$ cat src/rtl/addsub_pkg.sv
// Shared constants and helpers for the pipelined adder/subtractor.
package addsub_pkg;

  localparam logic ADDSUB_ADD = 1'b0;
  localparam logic ADDSUB_SUB = 1'b1;

  // Signed clamp value for a width-bit result: min if neg, else max.
  function automatic logic [63:0] sat_value(input int unsigned width, input logic neg);
    logic [63:0] msb;
    msb = 64'd1 << (width - 32'd1);
    return neg ? msb : msb - 64'd1;
  endfunction

endpackage

$ cat src/rtl/addsub_chunk.sv
// CHUNK-bit combinational ripple slice; exposes the carry into its MSB so the
// final slice can derive signed overflow.
module addsub_chunk #(
  parameter int CHUNK = 4
) (
  input  logic [CHUNK-1:0] a_i,
  input  logic [CHUNK-1:0] b_i,
  input  logic             cin_i,
  output logic [CHUNK-1:0] s_o,
  output logic             cout_o,
  output logic             cmsb_o
);

  logic [CHUNK:0] c;

  always_comb begin
    c    = '0;
    s_o  = '0;
    c[0] = cin_i;
    for (int i = 0; i < CHUNK; i++) begin
      s_o[i]   = a_i[i] ^ b_i[i] ^ c[i];
      c[i+1]   = (a_i[i] & b_i[i]) | (c[i] & (a_i[i] ^ b_i[i]));
    end
  end

  assign cout_o = c[CHUNK];
  assign cmsb_o = c[CHUNK-1];

endmodule

$ cat src/rtl/addsub_pipe.sv
// Pipelined add/sub, one CHUNK slice resolved per stage with registered carry.
// Optional ADDSUB_SAT_EN clamps s to signed max/min on overflow.
module addsub_pipe
  import addsub_pkg::*;
#(
  parameter int WIDTH = 8,
  parameter int CHUNK = 4
) (
  input  logic             clk,
  input  logic             rst_n,
  input  logic             in_valid,
  output logic             in_ready,
  input  logic [WIDTH-1:0] a,
  input  logic [WIDTH-1:0] b,
  input  logic             sub,
  output logic             out_valid,
  input  logic             out_ready,
  output logic [WIDTH-1:0] s,
  output logic             cout,
  output logic             ovf
);

  localparam int STAGES = WIDTH / CHUNK;

  logic             adv;
  logic             vld_q [STAGES];
  logic [WIDTH-1:0] a_q   [STAGES];
  logic [WIDTH-1:0] bx_q  [STAGES];
  logic [WIDTH-1:0] s_q   [STAGES];
  logic             c_q   [STAGES];
  logic             ovf_q;

  // Whole pipe advances together; a stalled output freezes every stage.
  assign adv      = !vld_q[STAGES-1] || out_ready;
  assign in_ready = adv;

  for (genvar k = 0; k < STAGES; k++) begin : g_stg
    logic [WIDTH-1:0] a_in, bx_in, s_in, s_nx, s_d;
    logic             c_in, v_in, cc, cm;
    logic [CHUNK-1:0] cs;

    if (k == 0) begin : g_head
      // Subtract as a + ~b + 1: invert b once here, carry-in carries the +1.
      assign a_in  = a;
      assign bx_in = (sub == ADDSUB_SUB) ? ~b : b;
      assign c_in  = sub;
      assign v_in  = in_valid;
      assign s_in  = '0;
    end else begin : g_body
      logic unused_lo;
      assign a_in      = a_q[k-1];
      assign bx_in     = bx_q[k-1];
      assign c_in      = c_q[k-1];
      assign v_in      = vld_q[k-1];
      assign s_in      = s_q[k-1];
      assign unused_lo = ^{a_in[k*CHUNK-1:0], bx_in[k*CHUNK-1:0]};
    end

    addsub_chunk #(.CHUNK(CHUNK)) u_chunk (
      .a_i    (a_in[k*CHUNK +: CHUNK]),
      .b_i    (bx_in[k*CHUNK +: CHUNK]),
      .cin_i  (c_in),
      .s_o    (cs),
      .cout_o (cc),
      .cmsb_o (cm)
    );

    always_comb begin
      s_nx = s_in;
      s_nx[k*CHUNK +: CHUNK] = cs;
    end

    if (k == STAGES-1) begin : g_tail
      logic ovf_d;
      assign ovf_d = cm ^ cc;
`ifdef ADDSUB_SAT_EN
      assign s_d = ovf_d ? WIDTH'(sat_value(WIDTH, a_in[WIDTH-1])) : s_nx;
`else
      assign s_d = s_nx;
`endif
      always_ff @(posedge clk or negedge rst_n) begin
        if (!rst_n)             ovf_q <= 1'b0;
        else if (adv && v_in)   ovf_q <= ovf_d;
      end
    end else begin : g_mid
      assign s_d = s_nx;
    end

    always_ff @(posedge clk or negedge rst_n) begin
      if (!rst_n) begin
        vld_q[k] <= 1'b0;
        a_q[k]   <= '0;
        bx_q[k]  <= '0;
        s_q[k]   <= '0;
        c_q[k]   <= 1'b0;
      end else if (adv) begin
        vld_q[k] <= v_in;
        if (v_in) begin
          a_q[k]  <= a_in;
          bx_q[k] <= bx_in;
          s_q[k]  <= s_d;
          c_q[k]  <= cc;
        end
      end
    end
  end

  logic unused_tail;
  assign unused_tail = ^{a_q[STAGES-1], bx_q[STAGES-1]};

  assign out_valid = vld_q[STAGES-1];
  assign s         = s_q[STAGES-1];
  assign cout      = c_q[STAGES-1];
  assign ovf       = ovf_q;

endmodule
$ cat config.mk
export PLATFORM = sky130hd
export DESIGN_NAME = addsub_pipe
export DESIGN_NICKNAME = d
export VERILOG_FILES = /design/src/rtl/addsub_pkg.sv /design/src/rtl/addsub_chunk.sv /design/src/rtl/addsub_pipe.sv
export SDC_FILE = /design/constraint.sdc
export NUM_CORES = 1
export LEC_CHECK = 0
export ABC_AREA = 1
export CAP_MARGIN = 15
export CORE_MARGIN = 3
export CORE_UTILIZATION = 45
export CTS_BUF_LIST = sky130_fd_sc_hd__clkbuf_2 sky130_fd_sc_hd__clkbuf_4 sky130_fd_sc_hd__clkbuf_8
export CTS_CLUSTER_DIAMETER = 80
export DETAILED_ROUTE_END_ITERATION = 10
export GPL_ROUTABILITY_DRIVEN = 0
export GPL_TIMING_DRIVEN = 0
export HOLD_SLACK_MARGIN = 0.1
export PLACE_DENSITY = 0.74
export REMOVE_ABC_BUFFERS = 1
export SYNTH_ARGS = -nofsm -noshare
export SYNTH_HDL_FRONTEND = slang
export SYNTH_SLANG_ARGS = --single-unit
$ cat constraint.sdc
create_clock -name clk -period 4.5 [get_ports clk]
set_clock_uncertainty 0.1 [all_clocks]
set_input_delay 0.675 -clock clk [delete_from_list [all_inputs] [get_ports clk]]
set_output_delay 0.675 -clock clk [all_outputs]
set_load 0.01 [all_outputs]
### After elaboration in Yosys (flattened, before gate mapping)

Index checks and enable logic that the tools add are counted.

| word-level totals | value |
|---|---|
| input port bits | 21 |
| register bits | 33 |
| word-level logic and storage cells | 57 |

| cells by class | value |
|---|---|
| reduce and logical (&&, ||, !) cells | 5 |
| bitwise logic cells | 42 |
| muxes and demuxes | 1 |

Operators by type and width:

| cell | number |
|---|---|
| $xor 1x1->1 | 17 |
| $and 1x1->1 | 16 |
| $mux 8 | 1 |
| $not 8->8 | 1 |
| $or 1x1->1 | 8 |
| $reduce_and 2->1 | 2 |
| $logic_and 1x1->1 | 1 |
| $logic_not 1->1 | 1 |
| $logic_or 1x1->1 | 1 |

### Depth between registers and ports, before layout

Gate-level depths: netlist (run 1).

| logic depth | value |
|---|---|
| depth in word-level cells | 11 |
| mapped depth | 12 |
| gate-level depth less buffers | 12 |

### By module

A second synthesis (run 1) with hierarchy kept.

| unflattened totals | value |
|---|---|
| cells, all modules | 160 |
| area, all modules | 1,332.5 µm² |

Modules (own cells, without submodules):

| module | instances | cells each | area each (µm²) |
|---|---|---|---|
| addsub_pipe | 1 | 136 | 1,112.3 |
| addsub_chunk | 2 | 12 | 110.1 |

### Least setup slack after synthesis (run 1)

OpenSTA, ideal clock, no wires.

| path | value |
|---|---|
| path kind | in2reg |
| start | in sub |
| end | reg s_q (netlist bit g_stg[1].s_in[3]) |
| required time | 4.283 ns |
| stages on the path | 9 |
| path slack | 2.083 ns |
| data arrival time | 2.201 ns |
| setup time | 0.117 ns |
| cell sequence | buf_2 > xor2_1 > fa_1 > inv_1 > fa_1 > inv_1 > fa_1 > nand3_1 > nand2_1 |

| on the way | value |
|---|---|
| longest elaborated chain between the ends | 9 |

RTL lines:

| what | RTL line | text |
|---|---|---|
| start, declared | addsub_pipe.sv:15 | `input logic sub,` |
| $mux 8 | addsub_pipe.sv:45 | `assign bx_in = (sub == ADDSUB_SUB) ? ~b : b;` |
| $xor 1x1->1 | addsub_chunk.sv:22 | `c[i+1] = (a_i[i] & b_i[i]) \| (c[i] & (a_i[i] ^ b_i[i]));` |
| $and 1x1->1 | addsub_chunk.sv:22 |  |
| $or 1x1->1 | addsub_chunk.sv:22 |  |
| $and 1x1->1 | addsub_chunk.sv:22 |  |
| $or 1x1->1 | addsub_chunk.sv:22 |  |
| $and 1x1->1 | addsub_chunk.sv:22 |  |
| $or 1x1->1 | addsub_chunk.sv:22 |  |
| $xor 1x1->1 (*) | addsub_chunk.sv:21 | `s_o[i] = a_i[i] ^ b_i[i] ^ c[i];` |
| net g_stg[0].cs[3] | addsub_pipe.sv:40 | `logic [CHUNK-1:0] cs;` |
| end signal, assigned by index | addsub_pipe.sv:94 | `s_q[k] <= '0;` |
| end signal, assigned by index | addsub_pipe.sv:101 | `s_q[k] <= s_d;` |
| end, declared | addsub_pipe.sv:29 | `logic [WIDTH-1:0] s_q [STAGES];` |

Mark *: on every way through the listed nets, which the timed path passes. The rest lies on a longest branch.
A chain may end at the register's enable or synchronous reset.

### Worst setup path after layout (run 1)

| path | value |
|---|---|
| start | in out_ready |
| end | out in_ready |

| on the way | value |
|---|---|
| longest elaborated chain between the ends | 1 |

RTL lines:

| what | RTL line | text |
|---|---|---|
| start, declared | addsub_pipe.sv:17 | `input logic out_ready,` |
| $logic_or 1x1->1 | addsub_pipe.sv:34 | `assign adv = !vld_q[STAGES-1] \|\| out_ready;` |
| end, declared | addsub_pipe.sv:12 | `output logic in_ready,` |

Every way passes these cells.

==> results_dict.tcl, run 1 <==
set metrics [dict create \
    status "completed" \
    seqPwrFrac_pct 47.7 \
    grt_setup_unrepaired "false" \
    power_density_nw_per_um2 401.5 \
    placement_rows 18 \
    r2r-start "g_stg[1].a_in[4]" \
    grt_pass1_wl_um 4050 \
    hpwl_um 1781 \
    drtIter0Drc 38 \
    critPathCaptureType "primary output" \
    syn_inst 157 \
    yosysTopAreaCell "dfrtp_1" \
    port-buffer-count 32 \
    vias 1013 \
    worstRegToRegCells 9 \
    layout_commonest_cell "nand2_1" \
    firstDrtPassIters 4 \
    fillers 249 \
    cts_hold_buf 0 \
    crit_path_end "in_ready" \
    ir_drop_mv 0.2858 \
    p_sw_uw 221.0 \
    synth_area_um2 1310 \
    worstMarginPinSlew_ps 402.5 \
    p_leak_nw 0.8981 \
    path_cells "clkdlybuf4s50_1 > inv_1 > nand2_2 > clkdlybuf4s50_1" \
    instances_no_fill 218 \
    slowest_delay_ps 620 \
    routed_via_density 4.647 \
    antenna_cells 0 \
    startpoint_type "input port" \
    setup_viol 0 \
    drive_gt1_share_pct 4.787 \
    io_pins 33 \
    ys_seq_area_share_pct 47.76 \
    max_freq_mhz 343.7 \
    start_util_pct 50.14 \
    ys_ff_latch 25 \
    fp.dieH_um 59.96 \
    period_minus_slack_ps 2909 \
    p_int_uw 456.7 \
    power_uw 677.7 \
    clockRootBuffer "clkbuf_4" \
    grt_max_degree 26 \
    arrival_ps 2130 \
    dp.cells 213 \
    relSlewSlack_pct 73.07 \
    power_frac_clock_pct 14.8 \
    grt_usage_pct 15.03 \
    fin_crit_sh_pct 64.65 \
    path_max_fanout 22 \
    final_cell_mix "nand2_1, clkdlybuf4s50_1, dfrtp_1" \
    synth.top_cell.area_share_pct 47.76 \
    antenna_found_initial 0 \
    wire_per_inst_um 10.63 \
    path_clk_slew_ps 140 \
    fin_setup_tns_ps 0 \
    critPathMostFrequentCell "clkdlybuf4s50_1" \
    seqCellArea_um2 625.6 \
    multi_input_area_um2 570.5 \
    cts-resized-gates 0 \
    synthTopCellsByArea "dfrtp_1, nand2_1, fa_1" \
    yosys_warnings 0 \
    startpoint "out_ready" \
    reg2reg_to "s[7]" \
    final_nets 217 \
    ant_nets 0 \
    postCtsSetupRepairBufs 0 \
    hold_viol 0 \
    fp.coreArea_um2 2613 \
    utilization_pct 64.61 \
    areaGrowthSynthToFinish_pct 28.84 \
    yosysUniqueCellTypes 15 \
    cts_tree "done" \
    cp.required_ps 3720 \
    avgSynthCellArea_um2 8.344 \
    cts_buffers 3 \
    grt_pass1_vias 981 \
    die_w_um 59.96 \
    hold_path.class "reg -> reg" \
    power_frac_comb_pct 37.5 \
    overflow 0 \
    slew_viol_final 0 \
    cap_violations 0 \
    r2r_slack_ps 2110 \
    drc 0 \
    clock-sinks 25 \
    clkLatencyLatePin_ps 320 \
    worstSetupPathType "in -> out" \
    clock_path_buffers 2 \
    switching_share_pct 32.61 \
    drt_wl_total_um 2317 \
    crit_path_top_delay_cell "clkdlybuf4s50_1" \
    dieArea_um2 3595 \
    ctsHtreeMaxLevel 1 \
]
[cell type report]
cell class              instances  area share, %
clock inverters                 1         0.2965
inverters                      21          4.670
multi-input cells             105          33.80
flip-flops and latches         25          37.06
well taps                      30          2.224
clock buffers                   3          1.334
repair buffers                 33          20.61
[layer usage]
metal  vias up  global-route usage [%]  part of all wire (%)
met4         0                   7.595                   2.0
met1       448                   18.22                    45
met3         4                   1.296                   5.2
met5         -                       0                     0
li1        533                       -                     -
met2        28                   26.39                    48
[worst min-delay path by stage]
stage | from | endpoint | slack [ps] | depth (start not counted)
after floorplan | rst_n | cout | 280 | 0
after global placement | s[0] | s[0] | 350 | 2
after detailed placement | s[4] | s[4] | 360 | 2
after CTS | s[4] | s[4] | 390 | 2
after global routing | g_stg[1].s_in[0] | g_stg[1].s_in[0] | 410 | 2
final | s[6] | s[6] | 390 | 2
[logic make-up (layout without fill, tap and decap cells)]
kind of cell | Yosys count | count (layout) | synth area share, %
simple gates | 91 | 91 | 28.84
buf+inv | 27 | 58 | 8.692
flops | 25 | 25 | 47.76
fa+ha+maj | 7 | 7 | 10.70
compound gates | 4 | 4 | 2.005
xor+xnor | 3 | 3 | 2.006
[power by group through the flow]
stage               sequential, mW  combinational [mW]  clock [mW]
floorplan                    0.343               0.107           0
global placement             0.326               0.250           0
detailed placement           0.329               0.254           0
CTS                          0.325               0.256       0.103
global route                 0.334               0.287       0.110
finish                       0.323               0.254       0.100
[registers in the layout (all words and copies together) (netlist names)]
| signal | cells |
|---|---|
| s | 8 |
| g_stg.a_in | 4 |
| g_stg.bx_in | 4 |
| g_stg.s_in | 4 |
| cout | 1 |
| g_stg.c_in | 1 |
| g_stg.v_in | 1 |
| out_valid | 1 |
| ovf | 1 |
[synth_stat cells (all sizes together)]
library cell and count:
fa 7, dfrtp 25, nand2 74, a21oi 2
xnor2 1, nand3 14, o21a 1, inv 21
o21ai 1, buf 6, xor2 2, nand3b 3
[worst max-delay path: cells and delay by family]
kind | cells | cell delay, ps
buffers and inverters | 3 | 1140
and+or+nand+nor | 1 | 320
[through the flow]
step / instance area [µm²] / hold WS [ps] / setup WS, ps
global route: 1688 / 414.2 / 1518
floorplan: 1275 / 279.4 / 2233
finish: 1688 / 385.9 / 1591
global placement: 1633 / 353.7 / 1498
CTS: 1660 / 389.8 / 1591
detailed placement: 1633 / 358.2 / 1409
Note: power is estimated with default switching activity, not from simulation.
==> run 2, diff against run 1 <==
PLACE_DENSITY = 0.77   (was 0.74)
clock period = 2.6 ns   (was 4.5 ns; I/O delays follow)
==> run 2 against run 1 <==
Against the previous run:
- sequential share of layout area increased by 0.56 points
- global-route usage hardly changed
- clock power grew 77%
- register-to-register slack got worse by 2000 ps
- sequential power up 73%
- total power rose by 73%
- setup slack lost 1400 ps
- via count up 3.8%
- sequential cell count unchanged
- cell count decreased by 0.46%
==> results_dict.tcl, run 2 (synthesis gave the netlist of run 1 again) <==
set metrics [dict create \
    drive_gt1_share_pct 4.278 \
    die_w_um 59.96 \
    cap_violations 0 \
    layout_commonest_cell "nand2_1" \
    cts_tree "done" \
    seqCellArea_um2 625.6 \
    fp.coreArea_um2 2613 \
    critPathMostFrequentCell "fa_1" \
    final_nets 216 \
    largest_reg_flops 8 \
    ir_drop_mv 0.5295 \
    path_max_fanout 9 \
    max_freq_mhz 407.8 \
    areaGrowthSynthToFinish_pct 26.93 \
    antenna_found_initial 0 \
    path_clk_slew_ps 130 \
    hpwl_um 1806 \
    firstDrtPassIters 3 \
    cp.required_ps 2710 \
    hold_path.class "reg -> reg" \
    grt_pass1_wl_um 4133 \
    grt_pass1_vias 1014 \
    placement_rows 18 \
    cts-resized-gates 0 \
    clock_path_buffers 2 \
    p_leak_nw 0.8862 \
    ant_nets 0 \
    antenna_cells 0 \
    clock-sinks 25 \
    routed_via_density 4.848 \
    fin_crit_sh_pct 94.32 \
    vias 1052 \
    fp.dieH_um 59.96 \
    io_pins 33 \
    holdWs_ps 385.6 \
    critPathBufInv 3 \
    grt_usage_pct 15.04 \
    start_util_pct 50.14 \
    cts_buffers 3 \
    clkLatencyLatePin_ps 300 \
    grt_setup_unrepaired "false" \
    status "completed" \
    clockRootBuffer "clkbuf_4" \
    setup_viol 0 \
    relSlewSlack_pct 30.70 \
    crit_path_top_delay_cell "clkdlybuf4s50_1" \
    worstSetupPathType "in -> reg" \
    dieArea_um2 3595 \
    overflow 0 \
    grt_max_degree 26 \
    hold_viol 0 \
    path_delay_family "adder cells" \
    wire_per_inst_um 10.55 \
    period_minus_slack_ps 2452 \
    cts_hold_buf 0 \
    fillers 240 \
    final_cell_mix "nand2_1, clkdlybuf4s50_1, dfrtp_1" \
    worstMarginPinSlew_ps 1036 \
    arrival_ps 2560 \
    port-buffer-count 32 \
    drc 0 \
    critPathCaptureType "register" \
    power_density_nw_per_um2 706.6 \
    startpoint_type "input port" \
    drtIter0Drc 27 \
    slew_viol_final 0 \
    postCtsSetupRepairBufs 0 \
    ctsHtreeMaxLevel 1 \
    fin_setup_tns_ps 0 \
    slowest_delay_ps 680 \
    multi_input_area_um2 570.5 \
    drt_wl_total_um 2289 \
    path_cells "clkdlybuf4s50_1 > xor2_1 > fa_1 > inv_1 > fa_1 > inv_1 > fa_1 > nand3_1 > nand2_1" \
]
-- run 2: cell types whose count changed in the layout (fill, tap and decap cells not counted), sizes merged --
cell	previous run	this run
clkinv	1	0
buf	1	0
clkbuf	3	4
-- run 2: worst reg2reg max path: cells and delay by family, from the launching register on --
kind          cells  cell delay (ps)
buf+inv           3              250
flops             1              420
fa+ha+maj         4             1370
simple gates      2              250
-- run 2: power breakdown --
group / total, mW / switching [mW] / internal [mW]
Sequential: 0.559 / 0.0646 / 0.495
Combinational: 0.439 / 0.205 / 0.235
Clock: 0.177 / 0.106 / 0.0702
-- run 2: area by class of cell --
cell class | instances | share of cell area (%)
inverters | 21 | 4.740
flip-flops and latches | 25 | 37.62
repair buffers | 32 | 19.26
clock buffers | 4 | 1.806
multi-input cells | 105 | 34.31
well taps | 30 | 2.257
-- run 2: metal layers --
layer	track usage (%)	wire, µm	vias to the layer above
met5	0	0	-
met4	4.747	19	0
met3	1.944	159	2
met2	26.23	1112	29
met1	19.22	997	493
li1	-	-	528
-- run 2: stage by stage --
step	power [mW]	setup slack, ps	cells	utilization, %	instance area [µm²]
after global routing	1.271	28.92	217	63.65	1663
after global placement	0.9940	-114.1	213	62.50	1633
after floorplan	0.7803	333.4	151	-	1275
final	1.175	147.8	217	63.65	1663
after detailed placement	1.010	-203.9	213	62.50	1633
after CTS	1.186	125.3	217	63.65	1663
-- run 2: final timing paths --
check	from	end	slack, ps	cells past startpoint
worst max-delay path	sub	g_stg[1].s_in[3]	150	9
worst min-delay path	cout	cout	390	2
worst max register to register	g_stg[1].a_in[4]	s[7]	160	9
worst min register to register	cout	cout	390	2
max in group asynchronous	rst_n	g_stg[1].bx_in[4]	1240	1
min in group asynchronous	rst_n	s[5]	540	1
